## src/rtl/rgb_hue_pkg.sv

```systemverilog
// Shared types, constants and the hue-wheel to RGB duty mapping for the RGB hue sweeper.
package rgb_hue_pkg;

  localparam int CLK_HZ_DEFAULT   = 12000000;
  localparam int PWM_BITS_DEFAULT = 8;
  localparam int HUE_MAX          = 6 * (2 ** PWM_BITS_DEFAULT) - 1;
  localparam int HUE_HALF         = (HUE_MAX + 1) / 2;

  typedef logic [PWM_BITS_DEFAULT-1:0] duty_t;
  typedef logic [10:0]                 hue_t;

  typedef struct packed {
    duty_t r;
    duty_t g;
    duty_t b;
  } rgb_duty_t;

  localparam duty_t DUTY_OFF  = '0;
  localparam duty_t DUTY_FULL = '1;

  // Six sectors of 256 steps each; inside a sector one channel ramps while the others are pinned.
  function automatic rgb_duty_t hue_to_duty(input hue_t hue);
    rgb_duty_t d;
    duty_t     f;
    f = hue[7:0];
    d = '{r: DUTY_OFF, g: DUTY_OFF, b: DUTY_OFF};
    case (hue[10:8])
      3'd0: d = '{r: DUTY_FULL, g: f,         b: DUTY_OFF};
      3'd1: d = '{r: ~f,        g: DUTY_FULL, b: DUTY_OFF};
      3'd2: d = '{r: DUTY_OFF,  g: DUTY_FULL, b: f};
      3'd3: d = '{r: DUTY_OFF,  g: ~f,        b: DUTY_FULL};
      3'd4: d = '{r: f,         g: DUTY_OFF,  b: DUTY_FULL};
      3'd5: d = '{r: DUTY_FULL, g: DUTY_OFF,  b: ~f};
      default: d = '{r: DUTY_OFF, g: DUTY_OFF, b: DUTY_OFF};
    endcase
    return d;
  endfunction

endpackage

```

## src/rtl/pwm_channel.sv

```systemverilog
// One PWM colour channel: registered, active-low compare of the shared counter against a duty.
import rgb_hue_pkg::*;

module pwm_channel (
  input  logic  clk,
  input  logic  SW,
  input  duty_t pwm_cnt,
  input  duty_t duty,
  output logic  led_n
);

  always_ff @(posedge clk) begin
    if (SW) begin
      led_n <= 1'b1;
    end else begin
      led_n <= ~(pwm_cnt < duty);
    end
  end

endmodule

```

## src/rtl/rgb_hue_top.sv

```systemverilog
// Board top: sweeps the RGB LED around the hue wheel, with a half-cycle status LED and BOOT pause.
import rgb_hue_pkg::*;

module rgb_hue_top #(
  parameter int CLK_HZ    = CLK_HZ_DEFAULT,
  parameter int PWM_BITS  = PWM_BITS_DEFAULT,
  parameter int STEP_CLKS = CLK_HZ / (6 * (2 ** PWM_BITS))
) (
  input  logic clk,
  input  logic SW,
  input  logic BOOT,
  output logic LED,
  output logic RGB_R,
  output logic RGB_G,
  output logic RGB_B
);

  localparam int STEP_W = (STEP_CLKS > 1) ? $clog2(STEP_CLKS) : 1;
  localparam logic [STEP_W-1:0] STEP_LAST = STEP_W'(STEP_CLKS - 1);

  logic [1:0]        boot_sync_reg;
  logic [STEP_W-1:0] step_cnt_reg;
  hue_t              hue_reg;
  duty_t             pwm_cnt_reg;
  logic              led_reg;
  logic              pause;
  rgb_duty_t         duty;

  assign pause = boot_sync_reg[1];
  assign duty  = hue_to_duty(hue_reg);
  assign LED   = led_reg;

  always_ff @(posedge clk) begin
    if (SW) begin
      boot_sync_reg <= '0;
      step_cnt_reg  <= '0;
      hue_reg       <= '0;
      pwm_cnt_reg   <= '0;
      led_reg       <= 1'b0;
    end else begin
      boot_sync_reg <= {boot_sync_reg[0], BOOT};
      pwm_cnt_reg   <= pwm_cnt_reg + duty_t'(1);
      led_reg       <= (hue_reg < hue_t'(HUE_HALF));
      // Pausing freezes only the hue timebase; PWM keeps running so the colour stays steady.
      if (!pause) begin
        if (step_cnt_reg == STEP_LAST) begin
          step_cnt_reg <= '0;
          hue_reg      <= (hue_reg == hue_t'(HUE_MAX)) ? hue_t'(0) : hue_reg + hue_t'(1);
        end else begin
          step_cnt_reg <= step_cnt_reg + STEP_W'(1);
        end
      end
    end
  end

  pwm_channel u_red (
    .clk     (clk),
    .SW      (SW),
    .pwm_cnt (pwm_cnt_reg),
    .duty    (duty.r),
    .led_n   (RGB_R)
  );

  pwm_channel u_green (
    .clk     (clk),
    .SW      (SW),
    .pwm_cnt (pwm_cnt_reg),
    .duty    (duty.g),
    .led_n   (RGB_G)
  );

  pwm_channel u_blue (
    .clk     (clk),
    .SW      (SW),
    .pwm_cnt (pwm_cnt_reg),
    .duty    (duty.b),
    .led_n   (RGB_B)
  );

endmodule

```

## config.mk

```make
export PLATFORM = sky130hd
export DESIGN_NAME = rgb_hue_top
export DESIGN_NICKNAME = d
export VERILOG_FILES = /design/src/rtl/rgb_hue_pkg.sv /design/src/rtl/pwm_channel.sv /design/src/rtl/rgb_hue_top.sv
export SDC_FILE = /design/constraint.sdc
export NUM_CORES = 1
export LEC_CHECK = 0
export ABC_AREA = 1
export BUFFER_PORTS_ARGS = -buffer_cell sky130_fd_sc_hd__buf_4
export CAP_MARGIN = 20
export CORE_ASPECT_RATIO = 0.8
export CORE_MARGIN = 3
export CORE_UTILIZATION = 40
export CTS_CLUSTER_DIAMETER = 50
export CTS_CLUSTER_SIZE = 8
export DETAILED_ROUTE_END_ITERATION = 10
export PLACE_DENSITY = 0.66
export SYNTH_ARGS = -nofsm -noshare
export SYNTH_HDL_FRONTEND = slang
export SYNTH_SLANG_ARGS = --single-unit
```

## constraint.sdc

```tcl
create_clock -name clk -period 2.4 [get_ports clk]
set_input_delay 0 -clock clk [delete_from_list [all_inputs] [get_ports clk]]
set_output_delay 0 -clock clk [all_outputs]
set_load 0.005 [all_outputs]
```

# [After elaboration in Yosys (flattened, before gate mapping)]
# Index checks and enable logic that the tools add are counted.
[word_totals] regBits=38 out_inout_bits=4 elab_cells=32
[classes] addsub=3 n_lt_le_gt_ge=4 eq_ne=7 mux=3 n_bitwise=5 reduce_logical=2
[op_table] cell="24-bit case mux with 6 select lines" n=1
[op_table] cell="8-bit < comparator" n=3
[op_table] cell="13-bit by 1-bit adder with 13-bit output, second input constant" n=1
[op_table] cell="13-bit == test, second input constant" n=1
[op_table] cell="13-bit 2-to-1 mux" n=1
[op_table] cell="11-bit by 1-bit adder with 11-bit output, second input constant" n=1
[op_table] cell="11-bit == test, second input constant" n=1
[op_table] cell="11-bit by 10-bit < comparator with 1-bit output, second input constant" n=1
[op_table] cell="11-bit 2-to-1 mux" n=1
[op_table] cell="8-bit by 1-bit adder with 8-bit output, second input constant" n=1
[op_table] cell="8-bit NOT" n=1
[op_table] cell="3-bit by 2-bit == test with 1-bit output, second input constant" n=2
[op_table] cell="3-bit == test, second input constant" n=2
[op_table] cell="1-bit NOT" n=4
[op_table] cell="3-bit by 1-bit == test with 1-bit output, second input constant" n=1
[op_table] cell="3-bit logical NOT" n=1
[op_table] cell="2-bit AND reduction" n=1

# [Logic depth before layout (Yosys ltp)]
# Gate-level depths: netlist of the first run.
[depth] word_depth=4 ltp_mapped=13 mapped_depth_nobuf=13

# [Hierarchy]
# A second synthesis of the first run with hierarchy kept.
[hier_totals] hier_cells=450 area_unflattened_um2=2795.2
[by_module_without_submodules] module="rgb_hue_top" n_inst=1 cells_each=342 area_each_um2=2149.6
[by_module_without_submodules] module="pwm_channel" n_inst=3 cells_each=36 area_each_um2=215.2

# [Least setup slack after synthesis of the first run]
# OpenSTA, ideal clock, no wires.
[synth_timing] path_kind="register -> register" startpoint="register hue_reg[9]" endpoint="register u_blue.led_n" setup_time_ps=117 arrival_ps=1820 slack_ps=463 stages_incl_launch_ff=9 n_path_buf=0 synth_period_minus_slack_ps=1937 path_cell_list="dfxtp_1 -> inv_2 -> nor3_1 -> a221oi_1 -> ha_1 -> a21oi_1 -> nand3_1 -> a41oi_1 -> nand2_1"
[synth_between] elab_chain_cells=4
[synth_lines] item="start: declaration" line_no="rgb_hue_top.sv:23" rtl="hue_t hue_reg;"
[synth_lines] item="start signal: assignment" line_no="rgb_hue_top.sv:48" rtl="hue_reg <= (hue_reg == hue_t'(HUE_MAX)) ? hue_t'(0) : hue_reg + hue_t'(1);"
[synth_lines] item="3-bit == test, or another cell as far along" line_no="rgb_hue_pkg.sv:27" rtl="case (hue[10:8])"
[synth_lines] item="24-bit case mux with 6 select lines *" line_no="rgb_hue_pkg.sv:27"
[synth_lines] item="8-bit < comparator *" line_no="pwm_channel.sv:16" rtl="led_n <= ~(pwm_cnt < duty);"
[synth_lines] item="1-bit NOT *" line_no="pwm_channel.sv:16"
[synth_lines] item="end signal: assignment" line_no="pwm_channel.sv:16"
[synth_lines] item="end: declaration" line_no="pwm_channel.sv:9" rtl="output logic led_n"
# Mark *: on every way between the ends. The rest lies on a longest branch, timed or not.
# A chain may end at the register's enable or synchronous reset.

# [Final worst setup path of the first run]
[layout_timing] startpoint="register hue_reg[10]" endpoint="register u_blue.led_n"
# Same word-level chain as after synthesis.

==> results_dict.tcl, run 1 <==
set metrics [dict create \
    critPathBufInv 2 \
    combPwrFrac_pct 5.8 \
    chipWidth_um 95.8 \
    synthSimpleGateAreaFrac_pct 31.8 \
    routed_wirelength_um 6060 \
    p_int_w 0.00110 \
    final_cell_mix "nand2_1, nor2_1, inv_1" \
    grtUsageTotal_pct 17.8 \
    cts_root_buffer "clkbuf_8" \
    drv_cap 0 \
    largest_register_ffs 13 \
    antenna_found_initial 0 \
    ys_ff_latch 38 \
    hold_path_class "primary input to flip-flop" \
    period_share_pct 84.1 \
    p_total_w 0.00142 \
    top_layer_used "met4" \
    arrival_ps 2220 \
    n_fill_cell 622 \
    syn_to_final_growth_pct 11.6 \
    antenna_left 0 \
    placementRows 25 \
    insertion_delay_ps 300 \
    relSlewSlack_pct 72.0 \
    cts_tree "done" \
    synthMuxAreaShare_pct 0 \
    viasPerCell 5.23 \
    overflow 0 \
    die_h_um 77.8 \
    drc_errors 0 \
    netlist.area_leader.share_pct 29.5 \
    cts_sinks 38 \
    antenna_cells 0 \
    max_freq_mhz 495 \
    status "complete, no violations" \
    synth_xor_area_share_pct 3.06 \
    wl_per_cell_um 12.7 \
    path_clk_slew_ps 80 \
    dpl.hpwl_um 4630 \
    powerDensity_mw_per_mm2 492 \
    max_stage_delay_ps 490 \
    cts_htree_levels 2 \
    required_ps 2600 \
    critical-path-top-delay-family "flip-flops" \
    synth_cell_type_count 31 \
    cp_max_fo 10 \
    setup_viol 0 \
    slew_viol_final 0 \
    finClkSkew_ps 6.88 \
    ys_seq_area_share_pct 29.5 \
    hold_viol_final 0 \
    whs_ps 17.6 \
    cts_made_buffers 5 \
    wl_met1_um 3120 \
    port_buffers 6 \
    cpMostUsedCell "nand3_1" \
    grt_pass1_wl_um 10600 \
    power.net_switching_w 0.000320 \
    synth_top_cell_by_area "dfxtp_1" \
    clock_power_share_pct 47.7 \
    p_leak_nw 1.17 \
    wl_met3_um 461 \
    met2WireLength_um 2430 \
    yosysWarnings 0 \
    setup_tns_ps 0 \
    start_util_pct 42.5 \
    ir_worst_vdd_mv 0.275 \
    worst_pin_slew_ps 418 \
    synth-adder-area-share_pct 11.6 \
    cpMaxStageDelayCell "dfxtp_1" \
    synth_compound_area_share_pct 15.8 \
    vias 2502 \
    drtPass1Iterations 6 \
    cp-start-kind "flip-flop" \
    synth_area_leaders "dfxtp_1, ha_1, nand2_1" \
    core_mm2 0.00607 \
    swShare_pct 22.6 \
    drive_gt1_share_pct 9.82 \
    layout_commonest_cell "nand2_1" \
    rsz0062_at_grt "no" \
    drt_iter0_drc 223 \
    avgSynthCellArea_um2 6.72 \
    syn_area_mm2 0.00258 \
    grt_max_degree 18 \
    synth_top_family_by_area "simple AND/OR/NAND/NOR gates" \
    pwr-share-seq_pct 46.5 \
    boundaryPins 7 \
    synthCells 384 \
    path_class "flip-flop to flip-flop" \
    die-area_mm2 0.00746 \
    place.gp.congestion 0.990 \
    syn_nets 411 \
    fin_crit_ps 2020 \
    cts_resized 0 \
    clock_path_buffers 2 \
    crit_path_end_kind "flip-flop" \
    cts_setup_buffers 0 \
    cp_cell_sequence "inv_2 -> nor2_1 -> inv_1 -> o21ai_0 -> a21oi_1 -> ha_1 -> nand3_1 -> nand3_1 -> a41oi_1 -> nand2_1" \
    grt_pass1_vias 2322 \
    nets 423 \
]
-- worst register-to-register path: stages (launching register included) --
cell,delay (ps)
dfxtp_1,490
inv_2,160
nor2_1,160
inv_1,120
o21ai_0,180
a21oi_1,60
ha_1,320
nand3_1,100
nand3_1,80
a41oi_1,180
nand2_1,70
-- power groups by stage --
stage	combinational, W	sequential (W)	clock (W)
4_1_cts	0.0000825	0.000660	0.000689
3_3_place_gp	0.0000799	0.000674	0
6_report	0.0000816	0.000659	0.000676
2_1_floorplan	0.0000544	0.000671	0
3_5_place_dp	0.0000814	0.000674	0
5_1_grt	0.0000974	0.000662	0.000711
-- cells in the mapped netlist --
cell,n
o2111a_1,2
nand3_2,1
a41oi_1,1
nor2_2,5
nand2_1,77
inv_2,5
xor2_1,9
nand2_2,4
o22ai_1,1
nor2_4,2
a211oi_1,1
clkbuf_2,1
clkbuf_1,3
a21oi_1,34
o21ai_0,27
clkinv_2,1
buf_2,3
inv_1,42
nor3b_1,2
ha_1,24
a31oi_1,4
nor3_1,6
nand4_1,7
nor2_1,48
o221ai_1,1
nor3_2,2
a221oi_1,2
dfxtp_1,38
o21ai_1,1
nor4b_1,1
nand3_1,29
-- through the flow --
step | setup WS [ps] | util (%) | instances | area, um2
6_report | 381 | 47.5 | 478 | 2880
5_1_grt | 162 | 47.5 | 478 | 2880
2_1_floorplan | 463 | - | 384 | 2580
4_1_cts | 417 | 47.5 | 478 | 2880
3_5_place_dp | 433 | 45.0 | 469 | 2730
3_3_place_gp | 470 | 45.0 | 469 | 2730
-- repair_timing --
item	in CTS	in global routing
hold buffers	1	0
hold endpoints to repair	1	0
endpoints found under the setup margin	0	0
-- metal layers --
metal / track usage [%] / vias to the layer above
met3: 4.84 / 7
met2: 25.8 / 91
met5: 0 / -
li1: - / 1313
met1: 26.1 / 1091
met4: 3.98 / 0
-- kinds of logic after synthesis --
family          after synthesis
simple gates                184
compound gates               74
buf+inv                      55
flops                        38
fa+ha+maj                    24
xor+xnor                      9
-- layout make-up --
type                    instances  area [um2]  share of cell area (%)
multi-input cells             291        1610                    55.8
flip-flops and latches         38         761                    26.4
inverters                      48         181                    6.30
well taps                      81         101                    3.52
repair buffers                 12        92.6                    3.21
clock buffers                   5        68.8                    2.39
clock inverters                 3        68.8                    2.39
-- worst paths after layout --
| kind | from | endpoint | slack [ps] | cells after the start |
|---|---|---|---|---|
| max | hue_reg[10]$_SDFFE_PP0P_ | u_blue.led_n$_SDFF_PP1_ | 380 | 10 |
| min | SW | hue_reg[5]$_SDFFE_PP0P_ | 20 | 2 |
| max reg2reg | hue_reg[10]$_SDFFE_PP0P_ | u_blue.led_n$_SDFF_PP1_ | 380 | 10 |
| min reg2reg | boot_sync_reg[0]$_SDFF_PP0_ | boot_sync_reg[1]$_SDFF_PP0_ | 410 | 2 |
(Power assumes the default switching activity.)
==> run 2: changes to the inputs <==
clock period = 2 ns   (was 2.4 ns; I/O delays follow)
==> results_dict.tcl, run 2 (synthesis gave the netlist of run 1 again) <==
set metrics [dict create \
    dpl.hpwl_um 4940 \
    place.gp.congestion 0.926 \
    hold_path_class "primary input to flip-flop" \
    required_ps 2190 \
    cts_tree "done" \
    cp_max_fo 6 \
    cpMaxStageDelayCell "dfxtp_1" \
    placementRows 25 \
    powerDensity_mw_per_mm2 512 \
    cp-startpoint "hue_reg[10]$_SDFFE_PP0P_" \
    cts_htree_levels 2 \
    boundaryPins 7 \
    cts_sinks 38 \
    die-area_mm2 0.00746 \
    overflow 0 \
    pwr-share-seq_pct 53.4 \
    cts_made_buffers 5 \
    antenna_cells 0 \
    antenna_found_initial 0 \
    max_freq_mhz 542 \
    clock_path_buffers 2 \
    max_stage_delay_ps 340 \
    cts_root_buffer "clkbuf_8" \
    chipWidth_um 95.8 \
    drc_errors 0 \
    crit_path_end_kind "flip-flop" \
    grtUsageTotal_pct 18.8 \
    clock_power_share_pct 39.8 \
    whs_ps 21.7 \
    largest_register_ffs 13 \
    ir_worst_vdd_mv 0.276 \
    swShare_pct 25.6 \
    grt_max_degree 18 \
    worst_pin_slew_ps 390 \
    syn_to_final_growth_pct 12.0 \
    p_leak_nw 1.18 \
    period_share_pct 92.2 \
    grt_pass1_wl_um 11200 \
    status "complete, no violations" \
    rsz0062_at_grt "yes" \
    antenna_left 0 \
    core_mm2 0.00607 \
    finClkSkew_ps 3.42 \
    n_fill_cell 634 \
    wl_per_cell_um 13.1 \
    insertion_delay_ps 290 \
    slew_viol_final 0 \
    final_cell_mix "nand2_1, nor2_1, inv_1" \
    start_util_pct 42.5 \
    setup_viol 0 \
    drive_gt1_share_pct 12.4 \
    grt_pass1_vias 2328 \
    vias 2486 \
    arrival_ps 2030 \
    cp_cell_sequence "buf_4 -> nor3_1 -> buf_4 -> a21oi_1 -> ha_1 -> nand3_1 -> nand3_1 -> a41oi_1 -> nand2_1" \
    cp-start-kind "flip-flop" \
    hold_viol_final 0 \
    r2r_start "hue_reg[10]$_SDFFE_PP0P_" \
    routed_wirelength_um 6310 \
    viasPerCell 5.15 \
    combPwrFrac_pct 6.8 \
    drt_iter0_drc 159 \
    path_clk_slew_ps 80 \
    fin_crit_ps 1840 \
    min_from "SW" \
    path_class "flip-flop to flip-flop" \
    power.net_switching_w 0.000380 \
    p_int_w 0.00110 \
    layout_commonest_cell "nand2_1" \
    drv_cap 0 \
    nets 428 \
    relSlewSlack_pct 73.9 \
    port_buffers 6 \
    die_h_um 77.8 \
    fin_util_pct 47.6 \
    drtPass1Iterations 4 \
]
[run 2: cell count changes in the layout (fill, tap and decap cells not counted), sizes merged]
| cell | previous run | this run |
|---|---|---|
| buf | 11 | 16 |
| bufinv | 2 | 0 |
| clkbuf | 5 | 6 |
| clkinv | 2 | 1 |
| clkinvlp | 0 | 1 |
| inv | 47 | 48 |
[run 2: final cells by class]
cell class	instances	area [um2]	area share, %
tap	81	101	3.51
clock buffer	6	82.6	2.86
timing repair buffer	17	130	4.50
inverter	48	181	6.28
clock inverter	2	16.3	0.563
sequential	38	763	26.4
multi-input combinational	291	1610	55.9
[run 2: stage by stage]
stage / setup slack (ps) / cell area, um2 / power [W] / TNS [ps] / instances
after floorplan: 62.5 / 2580 / 0.000870 / 0 / 384
after global placement: 153 / 2770 / 0.000904 / 0 / 474
after detailed placement: 115 / 2770 / 0.000906 / 0 / 474
after CTS: 98.5 / 2880 / 0.00150 / 0 / 483
after global routing: -13.2 / 2890 / 0.00155 / -25.4 / 483
final: 155 / 2890 / 0.00148 / 0 / 483
[run 2: what timing repair did]
| action | 4_1_cts | 5_1_grt |
|---|---|---|
| endpoints found under the setup margin | 0 | 2 |
| endpoints found under the hold margin | 1 | 0 |
| gates resized for setup | 0 | 7 |
| hold buffers | 1 | 0 |
| setup buffers | 0 | 0 |
[run 2: per-layer routing]
| metal | share of wire [%] | global-route usage (%) | vias to the layer above |
|---|---|---|---|
| li1 | - | - | 1317 |
| met1 | 54 | 28.8 | 1116 |
| met2 | 41 | 26.9 | 46 |
| met3 | 3.9 | 3.49 | 7 |
| met4 | 0.97 | 4.55 | 0 |
| met5 | 0 | 0 | - |
[run 2: path summary, 6_finish.rpt]
check                                                   end  slack (ps)  cells past startpoint
worst max register to register      u_blue.led_n$_SDFF_PP1_         160                      9
worst max-delay path                u_blue.led_n$_SDFF_PP1_         160                      9
worst min register to register  boot_sync_reg[1]$_SDFF_PP0_         410                      2
worst min-delay path              pwm_cnt_reg[0]$_SDFF_PP0_          20                      2
[run 2: critical path: cells and delay by family, from the launching register on]
| family | cells | cell delay, ps |
|---|---|---|
| flops | 1 | 340 |
| fa+ha+maj | 1 | 310 |
| compound gates | 2 | 240 |
| buf+inv | 2 | 360 |
| simple gates | 4 | 480 |
[run 2: power by group through the flow]
| stage | clock network, W | registers, W | logic (W) |
|---|---|---|---|
| 6_report | 0.000590 | 0.000791 | 0.000100 |
| 5_1_grt | 0.000640 | 0.000794 | 0.000118 |
| 4_1_cts | 0.000608 | 0.000791 | 0.000100 |
| 3_5_place_dp | 0 | 0.000808 | 0.0000982 |
| 3_3_place_gp | 0 | 0.000809 | 0.0000946 |
| 2_1_floorplan | 0 | 0.000805 | 0.0000653 |
